--- src/rtl/mem_bus_arbiter_pkg.sv ---
// Shared types and constants for the fetch/data memory bus arbiter.
// The state encoding, owner codes and the default byte-enable pattern live here.
package mem_bus_arbiter_pkg;

  typedef enum logic [1:0] {
    IDLE = 2'd0,
    REQ  = 2'd1,
    WAIT = 2'd2,
    RESP = 2'd3
  } state_t;

  localparam logic OWN_INST = 1'b0;
  localparam logic OWN_DATA = 1'b1;

  // Wide enough for any practical data width; users slice the low bits.
  localparam logic [63:0] BE_ALL = {64{1'b1}};

endpackage

--- src/rtl/mem_bus_arbiter_arb.sv ---
// Priority choice between fetch and data requests, with a saturating starve counter.
// The counter lets the fetch port win once the data port has won STARVE_MAX times in a row.
module arb_prio_starve #(
  parameter int STARVE_MAX = 4
) (
  input  logic clk,
  input  logic rst,
  input  logic inst_req,
  input  logic data_req,
  input  logic grant_en,
  output logic grant_data
);

  localparam int CW = $clog2(STARVE_MAX + 1);
  localparam logic [CW-1:0] CNT_MAX = CW'(STARVE_MAX);

  logic [CW-1:0] starve_cnt_r;
  logic          inst_due_s;

  // Priority choice: data wins unless a waiting fetch has been starved long enough
  always_comb begin
    inst_due_s = inst_req && (starve_cnt_r == CNT_MAX);
    grant_data = data_req && !inst_due_s;
  end

  // Starve counter: counts data grants taken while fetch waits, clears otherwise
  always_ff @(posedge clk or negedge rst) begin
    if (!rst) begin
      starve_cnt_r <= '0;
    end else if (grant_en) begin
      if (grant_data && inst_req) begin
        if (starve_cnt_r != CNT_MAX) begin
          starve_cnt_r <= starve_cnt_r + CW'(1);
        end
      end else begin
        starve_cnt_r <= '0;
      end
    end
  end

endmodule

--- src/rtl/mem_bus_arbiter.sv ---
// Shares one single-outstanding memory bus between the fetch and data ports.
// Holds the FSM, latched bus registers, per-port read data and the transaction timeout.
module mem_bus_arbiter
  import mem_bus_arbiter_pkg::*;
#(
  parameter int ADDR_W      = 32,
  parameter int DATA_W      = 32,
  parameter int STARVE_MAX  = 4,
  parameter int TIMEOUT_CYC = 1023
) (
  input  logic                clk,
  input  logic                rst,
  input  logic                inst_req,
  input  logic [ADDR_W-1:0]   inst_addr,
  output logic [DATA_W-1:0]   inst_rdata,
  output logic                inst_ready,
  output logic                inst_stall,
  input  logic                data_req,
  input  logic                data_we,
  input  logic [DATA_W/8-1:0] data_be,
  input  logic [ADDR_W-1:0]   data_addr,
  input  logic [DATA_W-1:0]   data_wdata,
  output logic [DATA_W-1:0]   data_rdata,
  output logic                data_ready,
  output logic                data_stall,
  output logic                bus_req,
  output logic                bus_we,
  output logic [DATA_W/8-1:0] bus_be,
  output logic [ADDR_W-1:0]   bus_addr,
  output logic [DATA_W-1:0]   bus_wdata,
  input  logic                bus_gnt,
  input  logic                bus_rvalid,
  input  logic [DATA_W-1:0]   bus_rdata,
  output logic                bus_timeout
);

  localparam int BE_W = DATA_W / 8;
  localparam int TW   = $clog2(TIMEOUT_CYC + 1);
  localparam logic [TW-1:0] TMO_LAST = TW'(TIMEOUT_CYC - 1);

  state_t            state_r;
  state_t            state_nxt_s;
  logic              owner_r;
  logic              bus_we_r;
  logic [BE_W-1:0]   bus_be_r;
  logic [ADDR_W-1:0] bus_addr_r;
  logic [DATA_W-1:0] bus_wdata_r;
  logic [DATA_W-1:0] inst_rdata_r;
  logic [DATA_W-1:0] data_rdata_r;
  logic [TW-1:0]     tmo_cnt_r;
  logic              timeout_r;

  logic grant_en_s;
  logic grant_data_s;
  logic tmo_hit_s;
  logic capture_s;
  logic abort_s;

  arb_prio_starve #(
    .STARVE_MAX(STARVE_MAX)
  ) u_arb (
    .clk       (clk),
    .rst       (rst),
    .inst_req  (inst_req),
    .data_req  (data_req),
    .grant_en  (grant_en_s),
    .grant_data(grant_data_s)
  );

  // Transaction events; a response arriving on the timeout cycle still wins over the abort
  always_comb begin
    grant_en_s = (state_r == IDLE) && (inst_req || data_req);
    tmo_hit_s  = (tmo_cnt_r == TMO_LAST);
    capture_s  = ((state_r == REQ) && bus_gnt && bus_rvalid) ||
                 ((state_r == WAIT) && bus_rvalid);
    abort_s    = !capture_s && tmo_hit_s && ((state_r == REQ) || (state_r == WAIT));
  end

  // State register
  always_ff @(posedge clk or negedge rst) begin
    if (!rst) begin
      state_r <= IDLE;
    end else begin
      state_r <= state_nxt_s;
    end
  end

  // Next-state logic
  always_comb begin
    state_nxt_s = state_r;
    case (state_r)
      IDLE:    state_nxt_s = grant_en_s ? REQ : IDLE;
      REQ: begin
        if (capture_s || abort_s) begin
          state_nxt_s = RESP;
        end else if (bus_gnt) begin
          state_nxt_s = WAIT;
        end else begin
          state_nxt_s = REQ;
        end
      end
      WAIT:    state_nxt_s = (capture_s || abort_s) ? RESP : WAIT;
      RESP:    state_nxt_s = IDLE;
      default: state_nxt_s = IDLE;
    endcase
  end

  // Output decode from registered state and bus registers
  always_comb begin
    bus_req     = (state_r == REQ);
    inst_ready  = (state_r == RESP) && (owner_r == OWN_INST);
    data_ready  = (state_r == RESP) && (owner_r == OWN_DATA);
    inst_stall  = inst_req && !inst_ready;
    data_stall  = data_req && !data_ready;
    bus_we      = bus_we_r;
    bus_be      = bus_be_r;
    bus_addr    = bus_addr_r;
    bus_wdata   = bus_wdata_r;
    inst_rdata  = inst_rdata_r;
    data_rdata  = data_rdata_r;
    bus_timeout = timeout_r;
  end

  // Bus registers, owner, read-data capture and timeout counter
  always_ff @(posedge clk or negedge rst) begin
    if (!rst) begin
      owner_r      <= OWN_INST;
      bus_we_r     <= 1'b0;
      bus_be_r     <= '0;
      bus_addr_r   <= '0;
      bus_wdata_r  <= '0;
      inst_rdata_r <= '0;
      data_rdata_r <= '0;
      tmo_cnt_r    <= '0;
      timeout_r    <= 1'b0;
    end else begin
      timeout_r <= abort_s;
      if (grant_en_s) begin
        if (grant_data_s) begin
          owner_r     <= OWN_DATA;
          bus_we_r    <= data_we;
          bus_be_r    <= data_be;
          bus_addr_r  <= data_addr;
          bus_wdata_r <= data_wdata;
        end else begin
          owner_r     <= OWN_INST;
          bus_we_r    <= 1'b0;
          bus_be_r    <= BE_ALL[BE_W-1:0];
          bus_addr_r  <= inst_addr;
          bus_wdata_r <= '0;
        end
      end
      if ((state_r == REQ) || (state_r == WAIT)) begin
        tmo_cnt_r <= tmo_cnt_r + TW'(1);
      end else begin
        tmo_cnt_r <= '0;
      end
      // Stores never overwrite the load data; an abort hands the owner zero
      if (capture_s) begin
        if (owner_r == OWN_INST) begin
          inst_rdata_r <= bus_rdata;
        end else if (!bus_we_r) begin
          data_rdata_r <= bus_rdata;
        end
      end else if (abort_s) begin
        if (owner_r == OWN_INST) begin
          inst_rdata_r <= '0;
        end else begin
          data_rdata_r <= '0;
        end
      end
    end
  end

endmodule
--- config.mk ---
export PLATFORM = sky130hd
export DESIGN_NAME = mem_bus_arbiter
export DESIGN_NICKNAME = d
export VERILOG_FILES = /design/src/rtl/mem_bus_arbiter_pkg.sv /design/src/rtl/mem_bus_arbiter_arb.sv /design/src/rtl/mem_bus_arbiter.sv
export SDC_FILE = /design/constraint.sdc
export NUM_CORES = 1
export LEC_CHECK = 0
export ABC_CLOCK_PERIOD_IN_PS = 1800
export BUFFER_PORTS_ARGS = -buffer_cell sky130_fd_sc_hd__buf_4
export CAP_MARGIN = 20
export CORE_UTILIZATION = 45
export CTS_BUF_LIST = sky130_fd_sc_hd__clkbuf_16
export DETAILED_ROUTE_END_ITERATION = 12
export PLACE_DENSITY = 0.83
export SETUP_SLACK_MARGIN = 0.2
export SLEW_MARGIN = 20
export SYNTH_ARGS = -nofsm -noshare
export SYNTH_HDL_FRONTEND = slang
export SYNTH_SLANG_ARGS = --single-unit
--- constraint.sdc ---
create_clock -name clk -period 1.8 [get_ports clk]
set_input_delay 0.36 -clock clk [delete_from_list [all_inputs] [get_ports clk]]
set_output_delay 0.36 -clock clk [all_outputs]
set_load 0.03 [all_outputs]
After elaboration in Yosys (flattened, before gate mapping)
Cells that the tools add are included.
{"block": "totals", "ff_bits": 150, "input_bits": 139, "out_inout_bits": 139, "wordCells": 74}
{"block": "classes", "n_addsub": 2, "n_eq_ne": 12, "mux": 22, "n_bitwise": 1, "n_reduce_logical": 26}
{"operator": "two-way mux 32 bit", "count": 11}
{"operator": "logical AND 1 bit", "count": 13}
{"operator": "inequality test 2 bit, second input constant", "count": 6}
{"operator": "adder 10 x 1 -> 10 bit, second input constant", "count": 1}
{"operator": "== test 10 bit, second input constant", "count": 1}
{"operator": "two-way mux 10 bit", "count": 1}
{"operator": "one-hot mux 2 bit (4 select lines)", "count": 1}
{"operator": "two-way mux 3 bit", "count": 2}
{"operator": "== test 2 bit, second input constant", "count": 2}
{"operator": "zero test 1 bit", "count": 4}
{"operator": "logical OR 1 bit", "count": 4}
{"operator": "two-way mux 1 bit", "count": 4}
{"operator": "two-way mux 2 bit", "count": 2}
{"operator": "two-way mux 4 bit", "count": 1}
{"operator": "AND reduction 4 bit", "count": 1}
{"operator": "adder 3 x 1 -> 3 bit, second input constant", "count": 1}
{"operator": "== test 3 bit, second input constant", "count": 1}
{"operator": "inequality test 3 bit, second input constant", "count": 1}
{"operator": "AND reduction 3 bit", "count": 1}
{"operator": "== test 2 x 1 -> 1 bit, second input constant", "count": 1}
{"operator": "zero test 2 bit", "count": 1}
{"operator": "AND reduction 2 bit", "count": 1}
{"operator": "nonzero test 2 bit", "count": 1}
{"operator": "inverter 1 bit", "count": 1}

Longest topological paths before layout
Gate-level depths: netlist (run 1).
{"block": "depth", "ltp_word": 10, "depth_mapped": 8, "mapped_depth_nobuf": 6}

Hierarchy
A second synthesis (run 1) with hierarchy kept.
{"block": "unflattened", "cells_unflattened": 542, "area_unflattened_um2": 6187.2}
{"mod": "mem_bus_arbiter", "instances": 1, "cells_per_inst": 522, "area_each_um2": 5987.0, "seq_area_each_um2": 3678.5}
{"mod": "arb_prio_starve", "instances": 1, "cells_per_inst": 20, "area_each_um2": 200.2, "seq_area_each_um2": 75.1}

Worst setup path after synthesis (run 1)
Ideal clock, no wire load.
{"block": "synth_timing", "kind": "reg2reg", "from": "register state_r[0]", "to": "register data_rdata_r[10] (netlist: data_rdata[10])", "setup_time_ns": 0.125, "t_arrival_ns": 1.654, "required_time_ns": 1.675, "path_slack_ns": 0.021, "path_stages_with_launch": 7, "n_path_buf": 1, "synth_period_minus_slack_ns": 1.779, "cell_sequence": "dfrtp_1 -> ha_1 -> a21o_1 -> and2_1 -> and2b_4 -> buf_12 -> o21ai_2"}
{"block": "synth_via", "elab_chain_len": 9, "word_cells_on_any_way": 16, "classes_between": "eq/ne: 5; mux: 1; reduce/logical: 10"}
{"element": "from (decl)", "line": "mem_bus_arbiter.sv:41", "source": "state_t state_r;"}
{"element": "from (signal assigned)", "line": "mem_bus_arbiter.sv:84", "source": "state_r <= state_nxt_s;"}
{"element": "== test 2 x 1 -> 1 bit (*)"}
{"element": "named net bus_req", "line": "mem_bus_arbiter.sv:26", "source": "output logic bus_req,"}
{"element": "logical AND 1 bit (2 in series)", "line": "mem_bus_arbiter.sv:74", "source": "capture_s = ((state_r == REQ) && bus_gnt && bus_rvalid) ||"}
{"element": "logical OR 1 bit", "line": "mem_bus_arbiter.sv:74"}
{"element": "zero test 1 bit", "line": "mem_bus_arbiter.sv:76", "source": "abort_s = !capture_s && tmo_hit_s && ((state_r == REQ) || (state_r == WAIT));"}
{"element": "logical AND 1 bit (2 in series)", "line": "mem_bus_arbiter.sv:76"}
{"element": "inequality test 2 bit (no line) / nonzero test 2 bit (equally long branches)"}
{"element": "AND reduction 4 bit (no line)"}
{"element": "to (signal assigned)", "line": "mem_bus_arbiter.sv:163", "source": "data_rdata_r <= bus_rdata;"}
{"element": "to (decl)", "line": "mem_bus_arbiter.sv:49", "source": "logic [DATA_W-1:0] data_rdata_r;"}
The timed path passes the listed nets; every way through them passes the cells marked *.
A chain may end at the register's enable or synchronous reset.

Worst setup path after layout (run 1)
{"block": "layout_timing", "from": "register state_r[0]", "to": "output port data_stall"}
{"block": "layout_via", "elab_chain_len": 4}
{"element": "== test 2 bit", "line": "mem_bus_arbiter.sv:112", "source": "data_ready = (state_r == RESP) && (owner_r == OWN_DATA);"}
{"element": "logical AND 1 bit", "line": "mem_bus_arbiter.sv:112"}
{"element": "zero test 1 bit", "line": "mem_bus_arbiter.sv:114", "source": "data_stall = data_req && !data_ready;"}
{"element": "logical AND 1 bit", "line": "mem_bus_arbiter.sv:114"}
{"element": "to (decl)", "line": "mem_bus_arbiter.sv:25", "source": "output logic data_stall,"}
No other way between the ends.

==> results of run 1 <==
[cell type report]
cell class,count,area share
Clock buffer,17,0.04345
Timing Repair Buffer,317,0.2742
Clock inverter,13,0.01610
Sequential cell,150,0.3835
Tap cell,180,0.02300
Multi-Input combinational cell,335,0.2571
Inverter,6,0.002556
[power groups by stage]
stage	sequential, uW	clock [uW]	combinational (uW)
2_1_floorplan	8340	0	3030
3_3_place_gp	5730	0	8980
3_5_place_dp	5810	0	9260
4_1_cts	5810	3580	9610
5_1_grt	6000	3730	10300
6_report	5850	3530	9700
[cell usage after synthesis, drive strengths merged (2+ instances only)]
library cell	number
xor2	4
and2	8
xnor2	3
ha	8
o21ai	72
a22oi	33
buf	21
and3	2
nand2	73
clkbuf	19
inv	6
a22o	65
dfrtp	150
nand2b	2
nand3	7
o22a	4
nor2b	6
mux2i	32
nor4	2
[through the flow]
step	instance area, sq um	setup TNS, ns
floorplan	6412	0
global placement	8783	0
detailed placement	8783	-0.005266
CTS	9666	-1.638
global route	9791	-7.269
finish	9791	-2.689
[timing repair]
| action | CTS | global route |
|---|---|---|
| pin swaps | 2 | 1 |
| hold buffers | 1 | 0 |
| endpoints found under the hold margin | 41 | 0 |
| cloned | 3 | 2 |
| setup buffers | 9 | 3 |
| gates resized for setup | 30 | 18 |
| endpoints found under the setup margin | 79 | 127 |
[state kept, by name, summed over array words and instances, names as in the netlist, named ones only]
register / flops
bus_wdata: 32
tmo_cnt_r: 10
bus_be: 4
inst_rdata: 32
owner_r: 1
u_arb.starve_cnt_r: 3
bus_we: 1
data_rdata: 32
bus_timeout: 1
state_r: 1
bus_addr: 32
[cells in the final DEF (no fill, tap or decap), types with 3 or more instances in the layout]
| cell type | instances |
|---|---|
| o22a_1 | 4 |
| buf_6 | 14 |
| buf_4 | 285 |
| clkinvlp_4 | 3 |
| inv_1 | 3 |
| a22oi_1 | 30 |
| a22o_1 | 65 |
| nand2_1 | 70 |
| ha_1 | 4 |
| buf_12 | 12 |
| o21ai_0 | 37 |
| nor2b_1 | 3 |
| o21ai_2 | 31 |
| clkbuf_16 | 19 |
| a22oi_2 | 3 |
| xor2_1 | 4 |
| clkinv_2 | 3 |
| bufinv_16 | 3 |
| and2_1 | 6 |
| xnor2_1 | 3 |
| dfrtp_1 | 149 |
| mux2i_1 | 31 |
| nand3_1 | 5 |
| nand2_2 | 3 |
| ha_4 | 3 |
[metal layers]
layer	track usage	vias to the layer above
li1	-	2525
met1	0.2991	2748
met2	0.4585	256
met3	0.05921	61
met4	0.1258	0
met5	0	-
[kinds of logic (layout without fill, tap and decap cells)]
group                    after synthesis  in the layout  share of synthesized area
adder cells (fa/ha/maj)                8              8                    0.01563
AO/OA/AOI/OAI                        181            181                     0.2163
XOR/XNOR                               7              7                   0.009576
AND/OR/NAND/NOR                      107            107                    0.07993
buffers and inverters                 46            353                    0.04221
flip-flops                           150            150                     0.5863
multiplexers                          32             32                    0.05003
[critical path, stage by stage, from the launching register on]
cell and delay, ns:
dfrtp_1 0.42, buf_6 0.14, ha_4 0.15, and2_4 0.17, nor2b_4 0.11, buf_6 0.14
[worst max-delay path by stage]
stage / startpoint / to / slack (ns)
6_report: state_r[0]$_DFF_PN0_ / data_stall / -0.12
5_1_grt: state_r[0]$_DFF_PN0_ / data_stall / -0.15
4_1_cts: state_r[0]$_DFF_PN0_ / data_stall / -0.09
3_5_place_dp: state_r[0]$_DFF_PN0_ / data_rdata[18]$_DFFE_PN0P_ / -0.005
3_3_place_gp: state_r[0]$_DFF_PN0_ / data_rdata[9]$_DFFE_PN0P_ / 0.09
2_1_floorplan: state_r[0]$_DFF_PN0_ / data_rdata[10]$_DFFE_PN0P_ / 0.13
==> summary.txt, run 1 <==
Power and ir drop
  – Pwr dens: 1949 nW/um^2
  – Int Pwr: 10910 uW
  – NetSw: 8170 uW
  – Clock network power share: 0.185
  – Seq pwr share: 0.306
  – Leakage Power: 0.004879 uW
  – Worst VDD drop: 946.9 uV
  – Total Power: 19080 uW
  – Logic pwr share: 0.508
  – Sw Share: 0.4282

Status
  – Status: finished with violations
  – Failing checks: setup timing

Worst setup path
  – Cells on worst reg2reg path: 8
  – R2r setup slk: -0.08 ns
  – Worst-path fanout max: 3
  – Reg-to-Reg Start: state_r[0]$_DFF_PN0_
  – CP arrival: 1.56 ns
  – Critical path type: flip-flop to output pin
  – Critical R2R Capture: data_rdata[1]$_DFFE_PN0P_
  – CP Capture Type: output pin
  – WP data required: 1.44 ns
  – Critical path launch point type: flip-flop

Finish
  – Fill cells: 991
  – Multi-input gate area: 2517 sq um
  – Final Instance Count excl. Fillers: 1018
  – Area grow syn2layout: 52.92%
  – Net count, final: 974
  – FF+latch area: 3755 sq um
  – Layout cells sized above 1: 0.4821
  – Fin util: 0.7053
  – # diodes: 0

CTS
  – H-tree Lvls: 4
  – CTS root buffer: clkbuf_16
  – CTS Buffer Depth: 2
  – CTS tree: yes
  – CTS clk-pin slew, worst paths: 0.06 ns
  – Worst skew pair latency: 0.42 ns
  – Clk sinks: 150
  – CTS buffer count: 17

STA
  – Final Hold Vio Count: 0
  – Min cycle time layout: 1.915 ns
  – Hold Slack: 0.1514 ns
  – Rel. slew slack: 0.6710
  – Final Slew Violations: 0
  – Final setup viols: 66
  – Fmax: 0.5221 GHz
  – Tcrit/Tclk final: 1.064
  – Layout Skew: 0.01428 ns
  – RSZ-0062 raised after global routing: true
  – Worst Tran Pin Value: 0.4916 ns
  – PnR worst setup slack: -0.1154 ns

Placement
  – RePlAce Congestion: 0.8310
  – Hpwl dp: 12980 um
  – Cell Count Post-Placement: 970
  – Port Buf Inserts: 277
  – Pre-CTS setup slack: -0.005266 ns

Global route
  – Largest net degree at the start of global routing: 65
  – Vias in the first global route: 5837
  – Initial antenna violation count: 0
  – First-pass GRT wire length: 29470 um
  – GRT Resource Usage Total: 0.2613
  – Total global routing overflow: 0

Die
  – Core area: 13880 sq um
  – Initial cell density of the core: 0.4612
  – Die Width: 121.3 um
  – Die footprint: 14710 sq um
  – IO Pins: 278
  – Die Y-Extent: 121.3 um
  – Row Count: 43

Detailed routing
  – Via/cell ratio: 5.491
  – WL met1: 7209 um
  – Met2 WL post-DR: 10380 um
  – DRT antenna net count: 0
  – Initial DRT Pass Iterations: 5
  – Routed vias: 5590
  – Met3 WL: 1149 um
  – Highest routed layer: met4
  – Post-Route WL: 19450 um
  – Number of remaining DRC errors: 0
  – Routed len/inst: 19.11 um
  – Drt initial violations: 319

Logic synthesis
  – Seq/Total Area, Yosys: 0.5863
  – Synth top area share: 0.5863
  – Mapped Nets: 678
  – Syn Area/Cell: 12.06 sq um
  – Area contributors post-synth: dfrtp_1 59%, a22o_1 8.9%, mux2i_1 5.0%
  – Async set or reset register ratio after synthesis: 1.000
  – Synth area leader: dfrtp_1
  – Synth Cell Area: 6402 sq um
  – Post-synth EDFFs: 0
  – Yosys warning count: 0
  – #FFs+latches synth: 150
  – Synthesized instance count: 531
  – Synth Flop Type: dfrtp_1
  – Library cells used by synthesis: 42

Min path
  – Worst Hold Depth: 2
  – Hold Path Class: input port to flip-flop
  – Worst Hold End: bus_wdata[12]$_DFFE_PN0P_
  – HP Start: data_wdata[12]

Flow run
  – Max_cap viols: 0
Note: power is estimated with default switching activity, not from simulation.
==> run 2, diff against run 1 <==
--- a/config.mk
+++ b/config.mk
@@ -8,12 +8,13 @@
 export ABC_CLOCK_PERIOD_IN_PS = 1800
 export BUFFER_PORTS_ARGS = -buffer_cell sky130_fd_sc_hd__buf_4
 export CAP_MARGIN = 20
+export CORE_ASPECT_RATIO = 0.5
 export CORE_UTILIZATION = 45
 export CTS_BUF_LIST = sky130_fd_sc_hd__clkbuf_16
 export DETAILED_ROUTE_END_ITERATION = 12
 export PLACE_DENSITY = 0.83
 export SETUP_SLACK_MARGIN = 0.2
-export SLEW_MARGIN = 20
+export SLEW_MARGIN = 5
 export SYNTH_ARGS = -nofsm -noshare
 export SYNTH_HDL_FRONTEND = slang
 export SYNTH_SLANG_ARGS = --single-unit
==> run 2 against run 1 <==
  * The run still ends with setup timing left
  * Non-clock buffer count decreased by 7
  * Register-to-register slack gained 0.04 ns
  * Flip-flop and latch count unchanged
  * Clock skew down 0.0021 ns
  * Via count is 1.4% lower
  * Critical endpoint is now data_rdata[14]$_DFFE_PN0P_
  * Largest cell class unchanged
==> summary.txt, run 2 (same netlist as run 1, synthesis figures left out) <==
Finish
  – Net count, final: 967 (was 974)
  – Area grow syn2layout: 52.39% (was 52.92%)
  – Design Area, Final: 9757 sq um (was 9791 sq um)
  – Layout cells sized above 1: 0.4826 (was 0.4821)
  – Commonest non-fill, non-tap cells in the layout: 283 x buf_4, 150 x dfrtp_1, 70 x nand2_1 (was 285 x buf_4, 149 x dfrtp_1, 70 x nand2_1)
  – # diodes: 0 (unchanged)
  – Fill cells: 931 (was 991)
  – Most common cell after layout, fill and taps aside: buf_4 (unchanged)

Die
  – Die footprint: 14740 sq um (was 14710 sq um)
  – IO Pins: 278 (unchanged)
  – Row Count: 30 (was 43)
  – Core area: 13700 sq um (was 13880 sq um)
  – Die Y-Extent: 86.35 um (was 121.3 um)
  – Die Width: 170.7 um (was 121.3 um)
  – Initial cell density of the core: 0.4673 (was 0.4612)

Detailed routing
  – Routed len/inst: 18.62 um (was 19.11 um)
  – Initial DRT Pass Iterations: 4 (was 5)
  – Number of remaining DRC errors: 0 (unchanged)
  – Post-Route WL: 19080 um (was 19450 um)
  – Routed vias: 5514 (was 5590)
  – DRT antenna net count: 0 (unchanged)
  – Via/cell ratio: 5.380 (was 5.491)
  – Drt initial violations: 351 (was 319)

Worst setup path
  – CP arrival: 2.14 ns (was 1.56 ns)
  – CP Capture Type: flip-flop (was output pin)
  – Critical path launch point type: flip-flop (unchanged)
  – WP data required: 2.10 ns (was 1.44 ns)
  – Critical path type: flip-flop to flip-flop (was flip-flop to output pin)
  – Worst-path fanout max: 7 (was 3)

STA
  – Hold Slack: 0.1509 ns (was 0.1514 ns)
  – Final Slew Violations: 0 (unchanged)
  – Total Neg Setup Slack: -0.9347 ns (was -2.689 ns)
  – Final setup viols: 37 (was 66)
  – Tcrit/Tclk final: 1.024 (was 1.064)
  – Rel. slew slack: 0.7354 (was 0.6710)
  – Layout Skew: 0.01215 ns (was 0.01428 ns)
  – Fmax: 0.5423 GHz (was 0.5221 GHz)
  – PnR worst setup slack: -0.04386 ns (was -0.1154 ns)
  – Final Hold Vio Count: 0 (unchanged)
  – Worst Tran Pin Value: 0.3932 ns (was 0.4916 ns)
  – Min cycle time layout: 1.844 ns (was 1.915 ns)
  – RSZ-0062 raised after global routing: true (unchanged)

Power and ir drop
  – Pwr dens: 1972 nW/um^2 (was 1949 nW/um^2)
  – Total Power: 19240 uW (was 19080 uW)
  – NetSw: 8288 uW (was 8170 uW)
  – Sw Share: 0.4307 (was 0.4282)
  – Int Pwr: 10950 uW (was 10910 uW)
  – Seq pwr share: 0.302 (was 0.306)
  – Clock network power share: 0.193 (was 0.185)
  – Logic pwr share: 0.504 (was 0.508)
  – Worst VDD drop: 937.5 uV (was 946.9 uV)
  – Leakage Power: 0.004847 uW (was 0.004879 uW)

Status
  – Failing checks: setup timing (unchanged)
  – Status: finished with violations (unchanged)

Placement
  – RePlAce Congestion: 0.8362 (was 0.8310)
  – Hpwl dp: 12670 um (was 12980 um)
  – Pre-CTS setup slack: -0.02873 ns (was -0.005266 ns)
  – Placed Area: 8778 sq um (was 8783 sq um)
  – Port Buf Inserts: 277 (unchanged)

Global route
  – First-pass GRT wire length: 28770 um (was 29470 um)
  – Total global routing overflow: 0 (unchanged)
  – Initial antenna violation count: 0 (unchanged)
  – Largest net degree at the start of global routing: 58 (was 65)
  – GRT Resource Usage Total: 0.2521 (was 0.2613)
  – Vias in the first global route: 5601 (was 5837)

CTS
  – CTS tree: yes (unchanged)
  – Worst skew pair latency: 0.42 ns (about the same)
  – CTS Buffer Depth: 2 (unchanged)
  – H-tree Lvls: 4 (unchanged)
  – CTS clk-pin slew, worst paths: 0.07 ns (was 0.06 ns)
  – CTS root buffer: clkbuf_16 (unchanged)
  – CTS buffer count: 17 (unchanged)
  – Clk sinks: 150 (unchanged)

Min path
  – Hold Path Class: input port to flip-flop (unchanged)

Flow run
  – Max_cap viols: 0 (unchanged)
-- run 2: changes by cell type in the layout (fill, tap and decap cells not counted), moves of 2 or more --
cell,change
buf_6,-4
inv_6,+4
inv_2,+3
inv_8,+3
a22oi_1,+2
a22oi_2,-2
buf_4,-2
clkinv_2,-2
clkinvlp_4,-2
o21ai_0,-2
o21ai_1,+2
-- run 2: per-layer routing --
| metal | up-vias | GRT usage | wire, um |
|---|---|---|---|
| met5 | - | 0 | 0 |
| li1 | 2515 | - | - |
| met3 | 52 | 0.05068 | 1069 |
| met4 | 0 | 0.1261 | 684 |
| met2 | 212 | 0.4226 | 9488 |
| met1 | 2735 | 0.3156 | 7841 |
-- run 2: worst paths after layout --
check                           cells past startpoint                    endpoint  slack [ns]                     start
min in group asynchronous                           2    bus_addr[15]$_DFFE_PN0P_        0.43                       rst
worst max-delay path                                7  data_rdata[14]$_DFFE_PN0P_       -0.04      state_r[0]$_DFF_PN0_
worst min register to register                      2    bus_addr[15]$_DFFE_PN0P_        0.48  bus_addr[15]$_DFFE_PN0P_
max in group asynchronous                           3      tmo_cnt_r[1]$_DFF_PN0_        0.72                       rst
worst max register to register                      7  data_rdata[14]$_DFFE_PN0P_       -0.04      state_r[0]$_DFF_PN0_
worst min-delay path                                2   bus_wdata[20]$_DFFE_PN0P_        0.15            data_wdata[20]
-- run 2: layout make-up --
type,instances,area (sq um),share of cell area
inverters,6,22.52,0.002308
multi-input cells,335,2537,0.2601
clock buffers,17,425.4,0.04360
repair buffers,310,2585,0.2649
flip-flops and latches,150,3754,0.3847
clock inverters,15,192.7,0.01975
well taps,192,240.2,0.02462
-- run 2: stage by stage --
step | std cells | util
floorplan | 531 | -
global placement | 981 | 0.6407
detailed placement | 981 | 0.6407
CTS | 1020 | 0.6984
global route | 1025 | 0.7121
finish | 1025 | 0.7121
-- run 2: worst max-delay path, stage by stage, from the launching register on --
cell and delay (ns):
dfrtp_1 0.44, inv_2 0.10, ha_2 0.23, a21o_1 0.20, and2_4 0.18, and2b_4 0.34, clkbuf_16 0.19, o21ai_2 0.06
-- run 2: power by group through the flow --
| stage | sequential, uW | combinational, uW | clock, uW |
|---|---|---|---|
| finish | 5820 | 9700 | 3720 |
| CTS | 5770 | 9340 | 3800 |
| detailed placement | 5790 | 9180 | 0 |
| floorplan | 8340 | 3030 | 0 |
| global route | 5980 | 10300 | 3940 |
| global placement | 5760 | 8940 | 0 |
-- run 2: repair_timing --
action,4_1_cts,5_1_grt
gates resized for setup,25,27
hold buffers,1,0
pin swaps,2,14
endpoints found under the hold margin,37,0
setup buffers,5,2
endpoints found under the setup margin,106,146
cloned,1,3
